--- src/rtl/uart_alu_ctrl.sv ---
// Frame controller: receives operand A, operand B and opcode, then sends one ALU result byte over UART.
// Optional inter-byte timeout is built when UART_CTRL_TIMEOUT_EN is defined.
module uart_alu_ctrl #(
    parameter int unsigned NB_DATA        = 8,
    parameter int unsigned NB_OP          = 6,
    parameter int unsigned TIMEOUT_CYCLES = 1000000
) (
    input  logic               i_clk,
    input  logic               i_reset_n,
    input  logic [NB_DATA-1:0] i_rx_data,
    input  logic               i_rx_done,
    input  logic [NB_DATA-1:0] i_alu_result,
    input  logic               i_tx_done,
    output logic [NB_DATA-1:0] o_alu_a,
    output logic [NB_DATA-1:0] o_alu_b,
    output logic [NB_OP-1:0]   o_alu_op,
    output logic [NB_DATA-1:0] o_tx_data,
    output logic               o_tx_start,
    output logic               o_busy,
    output logic               o_overrun,
    output logic               o_timeout
);

    typedef enum logic [2:0] {
        WAIT_A  = 3'd0,
        WAIT_B  = 3'd1,
        WAIT_OP = 3'd2,
        SEND    = 3'd3,
        WAIT_TX = 3'd4
    } state_t;

    state_t state;
    logic   expired;

    if (TIMEOUT_CYCLES < 2 || NB_OP > NB_DATA) begin : g_param_check
        $error("uart_alu_ctrl: TIMEOUT_CYCLES must be >= 2 and NB_OP <= NB_DATA");
    end

`ifdef UART_CTRL_TIMEOUT_EN
    logic [31:0] cnt;

    // A byte in the expiry cycle takes priority over the timeout.
    assign expired = (state == WAIT_B || state == WAIT_OP) && !i_rx_done
                     && (cnt == TIMEOUT_CYCLES - 32'd1);

    always_ff @(posedge i_clk or negedge i_reset_n) begin
        if (!i_reset_n) begin
            cnt       <= '0;
            o_timeout <= 1'b0;
        end else begin
            o_timeout <= expired;
            if ((state == WAIT_B || state == WAIT_OP) && !i_rx_done && !expired)
                cnt <= cnt + 32'd1;
            else
                cnt <= '0;
        end
    end
`else
    assign expired   = 1'b0;
    assign o_timeout = 1'b0;
`endif

    always_ff @(posedge i_clk or negedge i_reset_n) begin
        if (!i_reset_n) begin
            state      <= WAIT_A;
            o_alu_a    <= '0;
            o_alu_b    <= '0;
            o_alu_op   <= '0;
            o_tx_data  <= '0;
            o_tx_start <= 1'b0;
            o_busy     <= 1'b0;
            o_overrun  <= 1'b0;
        end else begin
            o_tx_start <= 1'b0;
            o_overrun  <= 1'b0;
            case (state)
                WAIT_A: begin
                    if (i_rx_done) begin
                        o_alu_a <= i_rx_data;
                        state   <= WAIT_B;
                    end
                end
                WAIT_B: begin
                    if (i_rx_done) begin
                        o_alu_b <= i_rx_data;
                        state   <= WAIT_OP;
                    end else if (expired) begin
                        state <= WAIT_A;
                    end
                end
                WAIT_OP: begin
                    if (i_rx_done) begin
                        o_alu_op <= i_rx_data[NB_OP-1:0];
                        o_busy   <= 1'b1;
                        state    <= SEND;
                    end else if (expired) begin
                        state <= WAIT_A;
                    end
                end
                SEND: begin
                    o_tx_data  <= i_alu_result;
                    o_tx_start <= 1'b1;
                    o_overrun  <= i_rx_done;
                    state      <= WAIT_TX;
                end
                WAIT_TX: begin
                    // Bytes are dropped here even when tx_done arrives in the same cycle.
                    o_overrun <= i_rx_done;
                    if (i_tx_done) begin
                        o_busy <= 1'b0;
                        state  <= WAIT_A;
                    end
                end
                default: begin
                    o_busy <= 1'b0;
                    state  <= WAIT_A;
                end
            endcase
        end
    end

endmodule

--- config.mk ---
export PLATFORM = sky130hd
export DESIGN_NAME = uart_alu_ctrl
export DESIGN_NICKNAME = d
export VERILOG_FILES = /design/src/rtl/uart_alu_ctrl.sv
export SDC_FILE = /design/constraint.sdc
export NUM_CORES = 1
export LEC_CHECK = 0
export ABC_CLOCK_PERIOD_IN_PS = 2100
export CORE_MARGIN = 4
export CORE_UTILIZATION = 56
export CTS_CLUSTER_DIAMETER = 100
export DETAILED_ROUTE_END_ITERATION = 8
export DONT_BUFFER_PORTS = 1
export PLACE_DENSITY = 0.71
export SLEW_MARGIN = 15
export SYNTH_ARGS = -nofsm -noshare
export SYNTH_HDL_FRONTEND = slang
export SYNTH_SLANG_ARGS = --single-unit
export TNS_END_PERCENT = 30
--- constraint.sdc ---
create_clock -name i_clk -period 2.1 [get_ports i_clk]
set_input_delay 0.42 -clock i_clk [delete_from_list [all_inputs] [get_ports i_clk]]
set_output_delay 0.42 -clock i_clk [all_outputs]
set_load 0.05 [all_outputs]
==> results of run 1 <==
## cells by family (layout without fill, tap and decap cells)
| kind of cell | Yosys count | after routing | share of synthesized area |
|---|---|---|---|
| compound gates | 5 | 5 | 0.0235 |
| buf+inv | 7 | 10 | 0.0391 |
| flops | 36 | 36 | 0.626 |
| mux | 30 | 30 | 0.235 |
| other cells | 1 | 1 | 0.00260 |
| simple gates | 11 | 11 | 0.0747 |
## through the flow
| step | hold WS (ns) | worst slack, ns |
|---|---|---|
| 2_1_floorplan | 0.124 | 0.659 |
| 3_3_place_gp | 0.125 | 0.537 |
| 3_5_place_dp | 0.125 | 0.492 |
| 4_1_cts | 0.172 | 0.476 |
| 5_1_grt | 0.168 | 0.384 |
| 6_report | 0.196 | 0.505 |
## cell usage in the layout, fill, tap and decap left out, drive strengths merged
cell type | Yosys | routed
mux2 | 30 | 30
and4bb | 2 | 2
nor3b | 1 | 1
nor3 | 1 | 1
conb | 1 | 1
nand3b | 1 | 1
dlygate4sd3 | 0 | 1
dfrtp | 36 | 36
nor4b | 1 | 1
or3b | 1 | 1
a211o | 1 | 1
a21o | 1 | 1
buf | 7 | 1
clkbuf | 0 | 8
a21oi | 2 | 2
and3b | 1 | 1
o21a | 1 | 1
and2b | 1 | 1
nand2b | 2 | 2
## flip-flops by register name, indices dropped and copies added, names as in the netlist
name        count
o_busy          1
o_overrun       1
o_tx_data       8
o_alu_b         8
o_tx_start      1
o_alu_a         8
state           3
o_alu_op        6
## synthesized netlist by cell type (all sizes together)
cell type	instances	share of area
o21a	1	0.0052
nand2b	2	0.0087
nand3b	1	0.0052
dfrtp	36	0.63
or3b	1	0.0061
conb	1	0.0026
a21o	1	0.0052
mux2	30	0.23
a211o	1	0.0061
nor3b	1	0.0052
nor4b	1	0.017
buf	7	0.039
a21oi	2	0.0070
and2b	1	0.0052
and3b	1	0.0070
and4bb	2	0.017
nor3	1	0.0035
## path summary, 6_finish.rpt
kind / startpoint / slack (ns) / end
hold reg to reg: state[2] / 0.61 / state[1]
setup reg to reg: state[2] / 0.51 / o_alu_a[0]
setup / recovery: state[2] / 0.51 / o_alu_a[0]
hold / removal: i_rx_done / 0.20 / o_overrun
max in group asynchronous: i_reset_n / 1.39 / o_alu_op[2]
min in group asynchronous: i_reset_n / 0.52 / o_tx_data[0]
## routing by layer
metal / track usage / vias up / wire (um)
met4: 0.0680 / 0 / 36
met1: 0.170 / 357 / 910
met5: 0 / - / 0
met2: 0.249 / 30 / 1180
met3: 0.0943 / 5 / 255
li1: - / 317 / -
## worst max-delay path: cells and delay by family, from the launching register on
family	cells	cell delay, ns
simple gates	1	0.59
flops	1	0.49
mux	1	0.40
## cell type report
type	count	area, um2	share of cell area
multi-input combinational	47	483	0.320
tap	30	37.5	0.0249
timing repair buffer	2	30.0	0.0199
sequential	36	901	0.597
clock buffer	8	58.8	0.0389
## what timing repair did
item | CTS | global route
resized for setup | 0 | 0
hold endpoints to repair | 36 | 0
hold buffers | 2 | 0
endpoints found under the setup margin | 0 | 0
==> out/metrics.yaml, run 1 <==
outcome:
  status: "complete, no violations"
clock_network:
  clock_sinks: 36
  clock_path_buffers: 2
  clk_pin_slew_ns: 0.10
  cts_buffers: 5
  post_cts.repair.setup_buffers: 0
  root_buffer: "clkbuf_4"
  insertion_delay_ns: 0.33
  h-tree-depth: 2
  cts_tree: "yes"
sta:
  finClkSkew_ns: 0.00715
  fin_crit_sh: 0.759
  setup_viol: 0
  min_period_ns: 1.59
  max_slew_margin: 0.628
  drv_slew: 0
  tightestPinTransition_ns: 0.556
  rsz0062_at_grt: "no"
  setup_tns_ns: 0
  max_clock_freq_mhz: 627
  finalHoldViolCount: 0
floorplanning:
  start_util: 0.587
  io_pins: 54
  die_area_mm2: 0.00345
  die_y_um: 58.7
  die_w_um: 58.7
  coreArea_mm2: 0.00245
  rows: 18
grt:
  grt_pass1_vias: 809
  antenna_found_initial: 0
  grt_pass1_wl_um: 3840
  grt-ovfl-total: 0
  grtUsageTotal: 0.157
  grt_max_degree: 37
flow_run:
  drv_cap: 0
placed_design:
  port_buffers: 0
  dpl.hpwl_um: 1690
  place_area_mm2: 0.00142
  place.gp.congestion: 0.616
  dp.cells: 113
drt:
  drt-wirelength-per-cell_um: 19.4
  wirelength_um: 2380
  drt_iter0_drc: 9
  drc_errors: 0
  postRouteAntennaNets: 0
  viasPerCell: 5.76
  drt_pass1_iterations: 2
  vias: 709
critical_path:
  endpoint_kind: "flop"
  slowest_stage: "nor4b_4"
  crit_fanout: 9
  cp-start-kind: "flop"
  cpPeakStageDelay_ns: 0.59
  reg2regPathDepth: 2
  worstSetupPathType: "reg2reg"
  arrival_ns: 1.81
  path_cells: "nor4b_4 -> mux2_2"
  required_ns: 2.32
cells_and_area:
  diodes: 0
  syn2layout_area_growth_pct: 4.87
  finalNetCount: 112
  finalNonFillerCells: 123
  nFillCells: 193
  utilization: 0.615
  final_cell_area_mm2: 0.00151
  drive_gt1_frac: 0.452
synthesis:
  synth_seq_area_share: 0.626
  yosysUniqueCellTypes: 19
  syn_area_per_cell_um2: 16.0
  syn_area_mm2: 0.00144
  syn-instance-count: 90
  synth_warnings: 0
  synth_nets: 110
  ys_ff_latch: 36
worst_hold_path:
  holdCritPathClass: "in2reg"
  whs_path_depth: 1
Power of run 1 is left out: the tool's default activity adds up to more than one toggle a clock period on the data nets, which glitch-free logic cannot reach.
==> run 2: changes to the inputs <==
- ABC_CLOCK_PERIOD_IN_PS: 2100 -> 1300
- CORE_UTILIZATION: 56 -> 54
- PLACE_DENSITY: 0.71 -> 0.72
- clock period: 2.1 -> 1.3 ns (I/O delays scaled with it)
==> run 2 against run 1 <==
Effect of this change:
- die area grew 3.2%
- clock skew grew 0.0032 ns
- core utilization grew 12 points
- critical endpoint unchanged
- non-clock buffer count grew 38
- clock-buffer cell count shrank 3
- critical path type unchanged
- largest cell class unchanged
- via count grew 19%
- setup slack lost 0.64 ns
- final cell count grew 28%
- sequential cell count is the same
- the run now ends with negative setup slack left
- worst hold slack lost 0.15 ns
- first-iteration DRC count grew 100%
==> out/metrics.yaml, run 2 (synthesis gave the netlist of run 1 again) <==
floorplanning:
  die_area_mm2: 0.00356  # +3.2%
  die_w_um: 59.6  # +1.6%
  coreArea_mm2: 0.00250  # +1.8%
  rows: 18  # unchanged
  io_pins: 54  # unchanged
  start_util: 0.576  # -0.0106
  die_y_um: 59.6  # +1.6%
outcome:
  violations: "negative setup slack"
  status: "complete, but fails checks"
sta:
  drv_slew: 0  # unchanged
  setup_slack_ns: -0.131  # -0.636 ns
  setup_viol: 30  # +30
  finalHoldViolCount: 0  # unchanged
  finClkSkew_ns: 0.0104  # +0.00321 ns
  fin_crit_sh: 1.10  # +0.341
  min_period_ns: 1.43  # -0.164 ns
  rsz0062_at_grt: "yes"
  max_clock_freq_mhz: 699  # +11%
cells_and_area:
  finalNonFillerCells: 158  # +28%
  syn2layout_area_growth_pct: 27.6
  utilization: 0.735  # +0.120
  final_cell_area_mm2: 0.00184  # +22%
  final_common_cell: "buf_4"
  top_regs: "o_alu_a (8), o_alu_b (8), o_tx_data (8)"
  final_cell_mix: "buf_4, dfrtp_1, mux2_2, mux2_4, clkbuf_4"
  nFillCells: 174  # -9.8%
  finalNetCount: 150  # +34%
  diodes: 0  # unchanged
  drive_gt1_frac: 0.648  # +0.197
clock_network:
  insertion_delay_ns: 0.32  # about the same
  clk_pin_slew_ns: 0.10  # about the same
  h-tree-depth: 2  # unchanged
  clock_sinks: 36  # unchanged
  clock_path_buffers: 2  # unchanged
  cts_buffers: 5  # unchanged
  cts_tree: "yes"
  root_buffer: "clkbuf_4"
placed_design:
  place_area_mm2: 0.00170  # +20%
  dpl.hpwl_um: 2080  # +23%
  port_buffers: 0  # unchanged
  place.gp.congestion: 0.723  # +17%
  dp.cells: 150  # +33%
drt:
  drc_errors: 0  # unchanged
  drt_iter0_drc: 18  # +9
  wirelength_um: 2860  # +20%
  dr_wl_met2_um: 1430  # +21%
  viasPerCell: 5.34  # -7.4%
  wirelength_met1_um: 1130  # +24%
  drt_pass1_iterations: 4  # +2
  postRouteAntennaNets: 0  # unchanged
  highest_layer: "met4"
  drt-wirelength-per-cell_um: 18.1  # -6.6%
  met3WireLength_um: 238  # -6.7%
  vias: 843  # +19%
grt:
  grtUsageTotal: 0.179  # +0.0213
  grt_pass1_vias: 918  # +13%
  grt-ovfl-total: 0  # unchanged
  grt_pass1_wl_um: 4550  # +19%
  grt_max_degree: 37  # unchanged
  antenna_found_initial: 0  # unchanged
worst_hold_path:
  holdCritPathClass: "in2reg"
critical_path:
  arrival_ns: 1.65  # -0.16 ns
  crit_fanout: 6  # -3
  worstSetupPathType: "reg2reg"
  endpoint_kind: "flop"
  required_ns: 1.51  # -0.81 ns
  cp-start-kind: "flop"
flow_run:
  drv_cap: 0  # unchanged
-- run 2: changes by cell type in the layout (fill, tap and decap cells not counted), sizes merged --
cell	change
buf	+38
clkbuf	-3
-- run 2: worst max-delay path: stages (launching register included) --
cell     delay (ns)
dfrtp_2        0.46
nor4b_4        0.36
buf_6          0.19
mux2_4         0.31
-- run 2: final cells by class --
type                    instances  area, um2  area share
flip-flops and latches         36        905       0.492
clock buffers                   5       37.5      0.0204
multi-input cells              47        532       0.289
well taps                      30       37.5      0.0204
repair buffers                 40        327       0.178
-- run 2: through the flow --
stage	setup WS (ns)	hold WS, ns	setup TNS [ns]
3_5_place_dp	-0.150	-0.0347	-2.49
2_1_floorplan	-0.141	-0.0356	-2.53
4_1_cts	-0.112	0.0293	-2.48
3_3_place_gp	-0.111	-0.0345	-1.65
5_1_grt	-0.176	0.00960	-3.75
6_report	-0.131	0.0410	-2.40
-- run 2: final timing paths --
path / startpoint / to / slack (ns) / cells past startpoint
max in group asynchronous: i_reset_n / state[0] / 0.73 / 2
min in group asynchronous: i_reset_n / state[1] / 0.37 / 2
min reg2reg: o_alu_b[1] / o_alu_b[1] / 0.52 / 1
max: state[2] / o_alu_a[0] / -0.13 / 3
max reg2reg: state[2] / o_alu_a[0] / -0.13 / 3
min: i_rx_done / o_overrun / 0.04 / 1
-- run 2: routing by layer --
layer	up-vias	global-route usage
met5	-	0
met4	0	0.0696
met3	8	0.0850
met2	34	0.269
met1	411	0.222
li1	390	-
-- run 2: what timing repair did --
| item | 4_1_cts | 5_1_grt |
|---|---|---|
| hold endpoints to repair | 36 | 0 |
| setup buffers | 1 | 0 |
| resized for setup | 16 | 3 |
| setup endpoints to repair | 31 | 33 |
| hold buffers | 2 | 0 |
| pin swaps | 2 | 3 |
Power of run 2 is left out for the same reason.
